===== config.mk =====
export PLATFORM = sky130hd
export DESIGN_NAME = instr_fetch
export DESIGN_NICKNAME = d
export VERILOG_FILES = /design/src/rtl/cpu_pkg.sv /design/src/rtl/pc_adv_seq.sv /design/src/rtl/instr_fetch.sv
export SDC_FILE = /design/constraint.sdc
export NUM_CORES = 1
export LEC_CHECK = 0
export ABC_AREA = 0
export CORE_ASPECT_RATIO = 1.25
export CORE_MARGIN = 2
export CORE_UTILIZATION = 35
export DETAILED_ROUTE_END_ITERATION = 10
export DONT_BUFFER_PORTS = 1
export PLACE_DENSITY_LB_ADDON = 0.12
export SLEW_MARGIN = 0
export SYNTH_ARGS = -nofsm -noshare
export SYNTH_HDL_FRONTEND = slang
export SYNTH_SLANG_ARGS = --single-unit

===== constraint.sdc =====
create_clock -name sys_clk -period 1.6 [get_ports sys_clk]
set_input_delay 0.48 -clock sys_clk [delete_from_list [all_inputs] [get_ports sys_clk]]
set_output_delay 0.48 -clock sys_clk [all_outputs]
set_load 0.01 [all_outputs]

===== src/rtl/cpu_pkg.sv =====
// Shared CPU definitions: fetch FSM state encoding, opcode constants and decode helpers.
package cpu_pkg;

    localparam logic [2:0] ST_IDLE      = 3'd0;
    localparam logic [2:0] ST_FETCH_OP  = 3'd1;
    localparam logic [2:0] ST_ADV_OP    = 3'd2;
    localparam logic [2:0] ST_FETCH_ARG = 3'd3;
    localparam logic [2:0] ST_ADV_ARG   = 3'd4;
    localparam logic [2:0] ST_JUMP      = 3'd5;
    localparam logic [2:0] ST_ISSUE     = 3'd6;
    localparam logic [2:0] ST_HALT      = 3'd7;

    localparam logic [7:0] HLT_OP_DEFAULT   = 8'hFF;
    localparam int         LONG_BIT_DEFAULT = 7;
    localparam logic [1:0] JUMP_PREFIX      = 2'b11;
    localparam logic [7:0] NO_OPERAND       = 8'h00;

    function automatic logic is_long_op(input logic [7:0] op, input logic [2:0] long_idx);
        return op[long_idx];
    endfunction

    // A halt opcode also carries the jump prefix by default, so it is excluded explicitly.
    function automatic logic is_jump_op(input logic [7:0] op, input logic [7:0] hlt_op);
        return (op[7:6] == JUMP_PREFIX) && (op != hlt_op);
    endfunction

endpackage


===== src/rtl/pc_adv_seq.sv =====
// Two-cycle LDPC pulse generator: the PC steps only after LDPC is seen on two consecutive edges.
module pc_adv_seq (
    input  logic sys_clk,
    input  logic sys_rst,
    input  logic start,
    output logic done,
    output logic LDPC
);

    logic cnt_q;
    logic cnt_d;

    always_comb begin
        cnt_d = 1'b0;
        if (start) begin
            cnt_d = ~cnt_q;
        end
    end

    always_ff @(posedge sys_clk or negedge sys_rst) begin
        if (!sys_rst) begin
            cnt_q <= 1'b0;
        end else begin
            cnt_q <= cnt_d;
        end
    end

    assign LDPC = start;
    assign done = start & cnt_q;

endmodule


===== src/rtl/instr_fetch.sv =====
// Instruction fetch / IR stage: fetches 1- or 2-byte instructions over ROM req/ack, steps the PC, redirects on jumps.
// Build option: define IR_JUMP_EN to compile in jump decoding and the JUMP state.
module instr_fetch
    import cpu_pkg::*;
#(
    parameter logic [7:0] HLT_OP   = HLT_OP_DEFAULT,
    parameter int         LONG_BIT = LONG_BIT_DEFAULT
) (
    input  logic       sys_clk,
    input  logic       sys_rst,
    input  logic       run,
    input  logic [7:0] ABUSI,
    output logic       LDPC,
    output logic       LOAD,
    output logic [7:0] load_addr,
    output logic [7:0] rom_addr,
    output logic       rom_req,
    input  logic       rom_ack,
    input  logic [7:0] rom_rdata,
    output logic       ir_valid,
    input  logic       ir_ready,
    output logic [7:0] ir_opcode,
    output logic [7:0] ir_operand,
    output logic [7:0] ir_pc,
    output logic       halted,
    output logic [2:0] dbg_state
);

    localparam logic [2:0] LONG_IDX = 3'(LONG_BIT);

    logic [2:0] state_q, state_d;
    logic [7:0] ir_opcode_q, ir_opcode_d;
    logic [7:0] ir_operand_q, ir_operand_d;
    logic [7:0] ir_pc_q, ir_pc_d;
    logic       adv_start;
    logic       adv_done;
    logic       take_jump;

    assign adv_start = (state_q == ST_ADV_OP) || (state_q == ST_ADV_ARG);

    pc_adv_seq u_pc_adv_seq (
        .sys_clk (sys_clk),
        .sys_rst (sys_rst),
        .start   (adv_start),
        .done    (adv_done),
        .LDPC    (LDPC)
    );

`ifdef IR_JUMP_EN
    assign take_jump = is_jump_op(ir_opcode_q, HLT_OP);
`else
    assign take_jump = 1'b0;
`endif

    // IR handshake: ir_valid stays high with ir_* frozen until ir_ready; the
    // transfer happens on the rising edge where ir_valid and ir_ready are both 1.
    always_comb begin
        state_d      = state_q;
        ir_opcode_d  = ir_opcode_q;
        ir_operand_d = ir_operand_q;
        ir_pc_d      = ir_pc_q;
        case (state_q)
            ST_IDLE: begin
                if (run) begin
                    state_d = ST_FETCH_OP;
                end
            end
            ST_FETCH_OP: begin
                if (rom_ack) begin
                    ir_opcode_d  = rom_rdata;
                    ir_operand_d = NO_OPERAND;
                    ir_pc_d      = ABUSI;
                    state_d      = ST_ADV_OP;
                end
            end
            ST_ADV_OP: begin
                if (adv_done) begin
                    if (ir_opcode_q == HLT_OP) begin
                        state_d = ST_HALT;
                    end else if (is_long_op(ir_opcode_q, LONG_IDX)) begin
                        state_d = ST_FETCH_ARG;
                    end else begin
                        state_d = ST_ISSUE;
                    end
                end
            end
            ST_FETCH_ARG: begin
                if (rom_ack) begin
                    ir_operand_d = rom_rdata;
                    state_d      = ST_ADV_ARG;
                end
            end
            ST_ADV_ARG: begin
                if (adv_done) begin
                    state_d = take_jump ? ST_JUMP : ST_ISSUE;
                end
            end
            ST_JUMP: begin
                state_d = run ? ST_FETCH_OP : ST_IDLE;
            end
            ST_ISSUE: begin
                if (ir_ready) begin
                    state_d = run ? ST_FETCH_OP : ST_IDLE;
                end
            end
            ST_HALT: begin
                state_d = ST_HALT;
            end
            default: begin
                state_d = ST_IDLE;
            end
        endcase
    end

    always_ff @(posedge sys_clk or negedge sys_rst) begin
        if (!sys_rst) begin
            state_q      <= ST_IDLE;
            ir_opcode_q  <= 8'h00;
            ir_operand_q <= 8'h00;
            ir_pc_q      <= 8'h00;
        end else begin
            state_q      <= state_d;
            ir_opcode_q  <= ir_opcode_d;
            ir_operand_q <= ir_operand_d;
            ir_pc_q      <= ir_pc_d;
        end
    end

    assign rom_addr   = ABUSI;
    assign rom_req    = (state_q == ST_FETCH_OP) || (state_q == ST_FETCH_ARG);
    assign ir_valid   = (state_q == ST_ISSUE);
    assign halted     = (state_q == ST_HALT);
    assign ir_opcode  = ir_opcode_q;
    assign ir_operand = ir_operand_q;
    assign ir_pc      = ir_pc_q;
    assign dbg_state  = state_q;

`ifdef IR_JUMP_EN
    assign LOAD      = (state_q == ST_JUMP);
    assign load_addr = LOAD ? ir_operand_q : 8'h00;
`else
    assign LOAD      = 1'b0;
    assign load_addr = 8'h00;
`endif

endmodule

Word-level counts from Yosys, hierarchy flattened:

Index checks and enable logic that the tools add are counted.

* register bits: 28
* bits in latches: 0
* bits in writable memories: 0
* bits in read-only memories: 0
* output and inout port bits: 48
* logic and storage cells: 42
* memories: 0

* add/sub/neg operators: 0
* multipliers: 0
* divide/modulo/power cells: 0
* order comparisons: 0
* eq/ne operators: 14
* shift operators: 0
* mux-type cells: 14
* bitwise logic cells: 2
* reduce and logical (&&, ||, !) cells: 7

Operators by type and width (number)
* 3-bit two-way mux: 8
* 3-bit case mux with 8 select lines: 1
* 8-bit two-way mux: 2
* 8-bit case mux with 2 select lines: 1
* 3-bit == test, second input constant: 4
* 2-bit inequality test, second input constant: 5
* 8-bit == test, second input constant: 1
* 3-bit by 2-bit == test with 1-bit output, second input constant: 2
* 6-bit AND reduction: 1
* 3-bit by 1-bit == test with 1-bit output, second input constant: 1
* 3-bit logical NOT: 1
* 3-bit AND reduction: 1
* 1-bit logical OR: 2
* 1-bit two-way mux: 2
* 2-bit by 1-bit inequality test with 1-bit output, second input constant: 1
* 2-bit AND reduction: 1
* 2-bit nonzero test: 1
* 1-bit bitwise AND: 1
* 1-bit NOT: 1

Depth between registers and ports, before layout:

Gate-level depths: netlist of the first run.

* depth after elaboration: 5
* depth in mapped cells: 5
* gate-level depth less buffers: 4

Hierarchy:

A second synthesis of the first run with hierarchy kept.

* cells, all modules: 127
* area total of the unflattened synthesis: 1416.4 um^2

By module, submodules not included
* instr_fetch: instances 1, cells an instance 123, area an instance 1367.6 um^2, seq. area each 675.6 um^2
* pc_adv_seq: instances 1, cells an instance 4, area an instance 48.8 um^2, seq. area each 25.0 um^2

Least setup slack after synthesis of the first run:

OpenSTA, ideal clock, no wires.

* path type: register to output
* from: register state_q[1], in the netlist dbg_state[1]
* to: output ir_valid
* data arrival time: 1.086 ns
* setup slack: 0.034 ns
* cell stages (with the launch flop): 5
* path buffers: 2
* cell sequence: dfrtp_1 buf_2 buf_2 nand2_1 nor2_1

* longest elaborated chain between the ends: 1

RTL lines
* start, declared: line instr_fetch.sv:31 `logic [2:0] state_q, state_d;`
* start signal, assigned: line instr_fetch.sv:122 `state_q <= state_d;`
* 3-bit == test: line instr_fetch.sv:131 `assign ir_valid = (state_q == ST_ISSUE);`
* end, declared: line instr_fetch.sv:20 `output logic ir_valid,`

No other way between the ends.

Worst setup path after layout of the first run:

* from: register state_q[2], in the netlist dbg_state[2]
* to: output LDPC

* longest elaborated chain between the ends: 2
* elaborated cells on any way between the ends: 3

RTL lines
* 3-bit by 2-bit == test with 1-bit output / 3-bit == test (equally long branches): line instr_fetch.sv:39 `assign adv_start = (state_q == ST_ADV_OP) || (state_q == ST_ADV_ARG);`
* 1-bit logical OR (*): line instr_fetch.sv:39
* end, declared: line instr_fetch.sv:13 `output logic LDPC,`

Mark *: on every way between the ends. The rest lies on a longest branch, timed or not.

==> results of run 1 <==
## worst min-delay path by stage
| stage | to | slack [ns] | depth (start not counted) |
|---|---|---|---|
| final | ir_pc[2] | 0.02 | 1 |
| after global routing | u_pc_adv_seq.cnt_q | 0.01 | 1 |
| after CTS | ir_pc[2] | 0.02 | 1 |
| after detailed placement | ir_pc[7] | 0.19 | 0 |
| after global placement | ir_pc[7] | 0.19 | 0 |
| after floorplan | dbg_state[0] | 0.18 | 0 |
## through the flow
stage	instance area [um2]	setup WS [ns]
3_5_place_dp	1420	0.108
5_1_grt	1530	-0.00578
3_3_place_gp	1420	0.0732
2_1_floorplan	1480	0.0343
6_report	1530	0.0592
4_1_cts	1480	0.00760
## final cells by class
class                           count  area (um2)  area share (%)
Tap cell                           56        70.1            4.59
Timing Repair Buffer               10         109            7.14
Sequential cell                    28         703            46.1
Multi-Input combinational cell     86         598            39.2
Inverter                            1        3.75           0.246
Clock buffer                        3        41.3            2.71
## worst max-delay path, stage by stage, from the launching register on
cell and delay [ns]:
dfrtp_2 0.47, xnor2_2 0.17, nor2_2 0.16
## state kept, by name (all words and copies together) (netlist names)
| name | flops |
|---|---|
| ir_operand | 8 |
| u_pc_adv_seq.cnt_q | 1 |
| ir_pc | 8 |
| dbg_state | 3 |
| ir_opcode | 8 |
## report_power, final
part / internal, uW / switching, uW / leakage, uW
logic: 719 / 610 / 0.000322
clock network: 169 / 207 / 0.0000216
registers: 1070 / 475 / 0.000344
## layer usage
layer,track usage (%),up-vias
met5,0,-
met4,4.96,0
met3,3.90,4
met2,19.0,37
met1,15.3,403
li1,-,406
## cells by family (layout without fill, tap and decap cells)
family | count (synthesis) | in the layout | share of synthesized area [%]
and+or+nand+nor | 36 | 36 | 12.6
xor gates and xnor gates | 2 | 2 | 1.21
muxes | 17 | 17 | 15.8
AOI/OAI and AO/OA | 22 | 22 | 8.75
DFF | 28 | 28 | 48.5
buffers and inverters | 25 | 14 | 13.0
other | 1 | 9 | 0.259
## cell usage in the layout (no fill, tap or decap), types with 2 or more instances in the layout
cell      synthesis  routed
buf_4            18       6
a21oi_1           5       5
nand2b_1          2       2
nand3_1           2       2
o21ai_0          12      12
mux2_4           10      10
buf_12            1       2
mux2_2            6       6
nor3_1            2       2
conb_1            1       9
nand2_1          18      18
dfrtp_2           0       2
nor2b_1           3       3
clkbuf_8          0       3
nor2_1            3       2
dfrtp_1          28      26
## what timing repair did
action,in CTS,in global routing
buffers inserted,0,3
hold endpoints to repair,28,0
gates resized for setup,2,4
pin swaps,0,0
hold buffers,1,0
setup endpoints to repair,2,4
==> run_results.csv, run 1 <==
group,metric,value,unit
drt,avgViaCountPerCell,4.62,
layout,fin_cells,184,
logic_synthesis,async_flop_share,100,%
sta,post-route-min-period,1.54,ns
flow_run,timing.max_cap.violations,0,
die,initial_core_util,35.8,%
critical_path,startpoint_type,"flop",
logic_synthesis,syn_inst,131,
clocking,clock_latency,0.27,ns
critical_path,crit_fanout,5,
logic_synthesis,synth_top_area_share,48.5,%
global_routing,grt_pass1_vias,827,
logic_synthesis,synth_area_per_cell,11.0,um2
drt,wl_met1,1.15,mm
place,place_inst,177,
place,dp_hpwl,2.08,mm
global_routing,grt-ovfl-total,0,
layout,nFillCells,405,
logic_synthesis,yosysWarnings,0,
sta,rsz0062_at_grt,"true",
logic_synthesis,synthTopCellsByCount,"dfrtp_1, buf_4, nand2_1",
global_routing,track_usage,12.1,%
layout,drive_above_1_share,27.3,%
critical_path,critPathKind,"reg2out",
drt,dr_total_vias,850,
layout,antenna_cells,0,
drt,dr_wl_met3,261,um
critical_path,cp.arrival,1.06,ns
critical_path,worstPathRequired,1.12,ns
sta,maxSlewViolCount,0,
die,rows,26,
logic_synthesis,yosysMostFrequentCell,"dfrtp_1",
drt,drc,0,
sta,worst_clock_skew,0.00631,ns
clocking,htreeDepth,1,
place,port_buffers,0,
drt,wl_met2,1.44,mm
sta,min_period_over_period,96.3,%
pwr,cellPowerDensity,2130,mW/mm2
critical_path,r2r_slack,0.06,ns
drt,drt-wirelength-per-cell,15.7,um
sta,finalSetupTns,0,ns
sta,fmax,649,MHz
die,die_w,61.5,um
place,place.gp.congestion,0.742,
critical_path,setup.worst_path.start,"dbg_state[2]",
pwr,vdd_drop_max,0.000751,V
logic_synthesis,synth_edf_count,0,
logic_synthesis,yosys-top-cells-area,"dfrtp_1, mux2_4, buf_4",
critical_path,endpoint_kind,"output pin",
clocking,cts_buffer_depth,2,
die,ios,69,
clocking,cts_tree,"done",
critical_path,reg2reg_depth,4,
global_routing,antenna_found_initial,0,
global_routing,grt_max_degree,29,
drt,drt_pass1_iterations,4,
logic_synthesis,yosys.area.top_type,"dfrtp_1",
logic_synthesis,ys_seq_area_share,48.5,%
sta,hold_viol_final,0,
logic_synthesis,ys_ff_latch,28,
logic_synthesis,ys_types,31,
critical_path,timing.rr.end,"ir_opcode[3]",
die,die_h,75.8,um
critical_path,r2r-start,"dbg_state[1]",
hold_path,min_path_type,"in2async",
layout,area_growth,5.54,%
pwr,total_power,3250,uW
layout,utilization,37.8,%
die,die-area,0.00466,mm2
clocking,cts_root_buf,"clkbuf_8",
global_routing,grt_pass1_wl,4.08,mm
drt,wl,2.89,mm
drt,antenna_left,0,
drt,drtIter0Drc,28,
clocking,cts.clk_slew.worst_paths,0.09,ns
pwr,p_leak,0.000687,uW
clocking,clkSinkCount,28,
drt,highest_layer,"met4",
logic_synthesis,syn_area,0.00145,mm2
clocking,cts-buffers-inserted,3,
critical_path,cp-endpoint,"LDPC",
sta,setup_viol,0,
status,status,"finished clean",
logic_synthesis,ys.flop_type,"dfrtp_1",
die,coreArea,0.00403,mm2
layout,nNetsFinal,151,
sta,hold_slack,0.0176,ns
Note: power is estimated with default switching activity, not from simulation.
==> inputs of run 2 (changes only) <==
--- a/config.mk
+++ b/config.mk
@@ -7,8 +7,9 @@
 export LEC_CHECK = 0
 export ABC_AREA = 0
 export CORE_ASPECT_RATIO = 1.25
-export CORE_MARGIN = 2
+export CORE_MARGIN = 1.5
 export CORE_UTILIZATION = 35
+export CTS_BUF_LIST = sky130_fd_sc_hd__clkbuf_16
 export DETAILED_ROUTE_END_ITERATION = 10
 export DONT_BUFFER_PORTS = 1
 export PLACE_DENSITY_LB_ADDON = 0.12
==> run_results.csv, run 2 (synthesis gave the netlist of run 1 again) <==
group,metric,value,unit
status,status,"finished clean",
drt,drt_pass1_iterations,4,
place,place_ws,0.0622,ns
drt,avgViaCountPerCell,4.78,
sta,fmax,631,MHz
clocking,cts_buffer_depth,2,
place,placed_area,0.00143,mm2
global_routing,grt_pass1_vias,885,
critical_path,reg2reg_depth,7,
critical_path,endpoint_kind,"output pin",
clocking,clock_latency,0.26,ns
critical_path,worstPathRequired,1.12,ns
sta,finalSetupTns,0,ns
critical_path,critPathKind,"reg2out",
layout,fin_cells,187,
critical_path,crit_fanout,8,
global_routing,grt_pass1_wl,4.33,mm
pwr,vdd_drop_max,0.000982,V
die,rows,25,
place,dp_hpwl,2.06,mm
die,initial_core_util,37.3,%
drt,dr_total_vias,894,
layout,nNetsFinal,155,
sta,post-route-min-period,1.58,ns
layout,area_growth,10.8,%
sta,rsz0062_at_grt,"true",
drt,drt-wirelength-per-cell,15.6,um
clocking,htreeDepth,1,
layout,final_cell_area,0.00160,mm2
drt,wl,2.92,mm
hold_path,min_path_type,"in2async",
clocking,cts_tree,"done",
layout,final_cell_mix,"dfrtp_1, nand2_1, buf_4, o21ai_0, mux2_4",
critical_path,r2r-start,"dbg_state[2]",
die,die_h,74.8,um
clocking,clkSinkCount,28,
sta,fin_ws,0.0154,ns
global_routing,grt-ovfl-total,0,
die,die-area,0.00453,mm2
critical_path,timing.rr.end,"dbg_state[0]",
drt,antenna_left,0,
sta,hold_viol_final,0,
critical_path,cp.arrival,1.10,ns
clocking,cts_root_buf,"clkbuf_16",
drt,drtIter0Drc,30,
sta,min_period_over_period,99.0,%
clocking,cts.clk_slew.worst_paths,0.07,ns
die,coreArea,0.00388,mm2
global_routing,antenna_found_initial,0,
layout,antenna_cells,0,
place,place.gp.congestion,0.711,
flow_run,timing.max_cap.violations,0,
sta,worst_clock_skew,0.00243,ns
global_routing,track_usage,12.8,%
layout,drive_above_1_share,32.3,%
pwr,cellPowerDensity,2300,mW/mm2
global_routing,grt_max_degree,29,
drt,drc,0,
sta,setup_viol,0,
sta,maxSlewViolCount,0,
clocking,cts-buffers-inserted,3,
pwr,total_power,3680,uW
critical_path,startpoint_type,"flop",
die,die_w,60.5,um
pwr,p_leak,0.000724,uW
layout,final_common_cell,"dfrtp_1",
place,place_inst,178,
place,port_buffers,0,
critical_path,r2r_slack,0.04,ns
die,ios,69,
## run 2: changes by cell type in the layout (fill, tap and decap cells not counted), sizes merged
cell | previous run | this run
dlymetal6s2s | 1 | 0
buf | 9 | 13
bufinv | 0 | 1
clkbuf | 3 | 4
## run 2: power breakdown
| part | switching (uW) | leakage (uW) | internal, uW |
|---|---|---|---|
| registers | 497 | 0.000343 | 1080 |
| logic | 613 | 0.000330 | 757 |
| clock network | 236 | 0.0000511 | 498 |
## run 2: routing by layer
metal / part of all wire [%] / GRT usage, % / up-vias
met3: 8.3 / 4.30 / 2
met1: 42 / 16.1 / 436
li1: - / - / 419
met5: 0 / 0 / -
met2: 49 / 20.3 / 37
met4: 0.58 / 5.31 / 0
## run 2: critical path, stage by stage, from the launching register on
cell	delay, ns
dfrtp_2	0.46
buf_4	0.18
and3_1	0.21
## run 2: worst max path at each step
stage,from,to,depth (start not counted)
6_report,dbg_state[0],halted,2
5_1_grt,dbg_state[2],dbg_state[0],7
4_1_cts,dbg_state[2],halted,2
3_5_place_dp,dbg_state[2],ir_pc[7],4
3_3_place_gp,dbg_state[0],ir_pc[3],4
2_1_floorplan,dbg_state[1],ir_valid,4
## run 2: timing repair
action,CTS,global route
buffers inserted,1,3
endpoints found under the setup margin,4,16
hold buffers,1,0
resized for setup,3,5
pin swaps,0,1
hold endpoints to repair,28,0
gates cloned,0,0
## run 2: area by class of cell
cell class / instances / area, um2
multi-input combinational: 86 / 606
fill: 410 / 2280
inverter: 1 / 3.75
sequential: 28 / 704
clock buffer: 3 / 75.1
clock inverter: 1 / 30.0
tap: 54 / 67.6
timing repair buffer: 14 / 115
## run 2: metrics by stage
stage	utilization (%)	hold WS (ns)
floorplan	-	0.184
global placement	36.8	0.185
detailed placement	36.8	0.185
CTS	40.3	0.0354
global route	41.3	0.0326
finish	41.3	0.0358
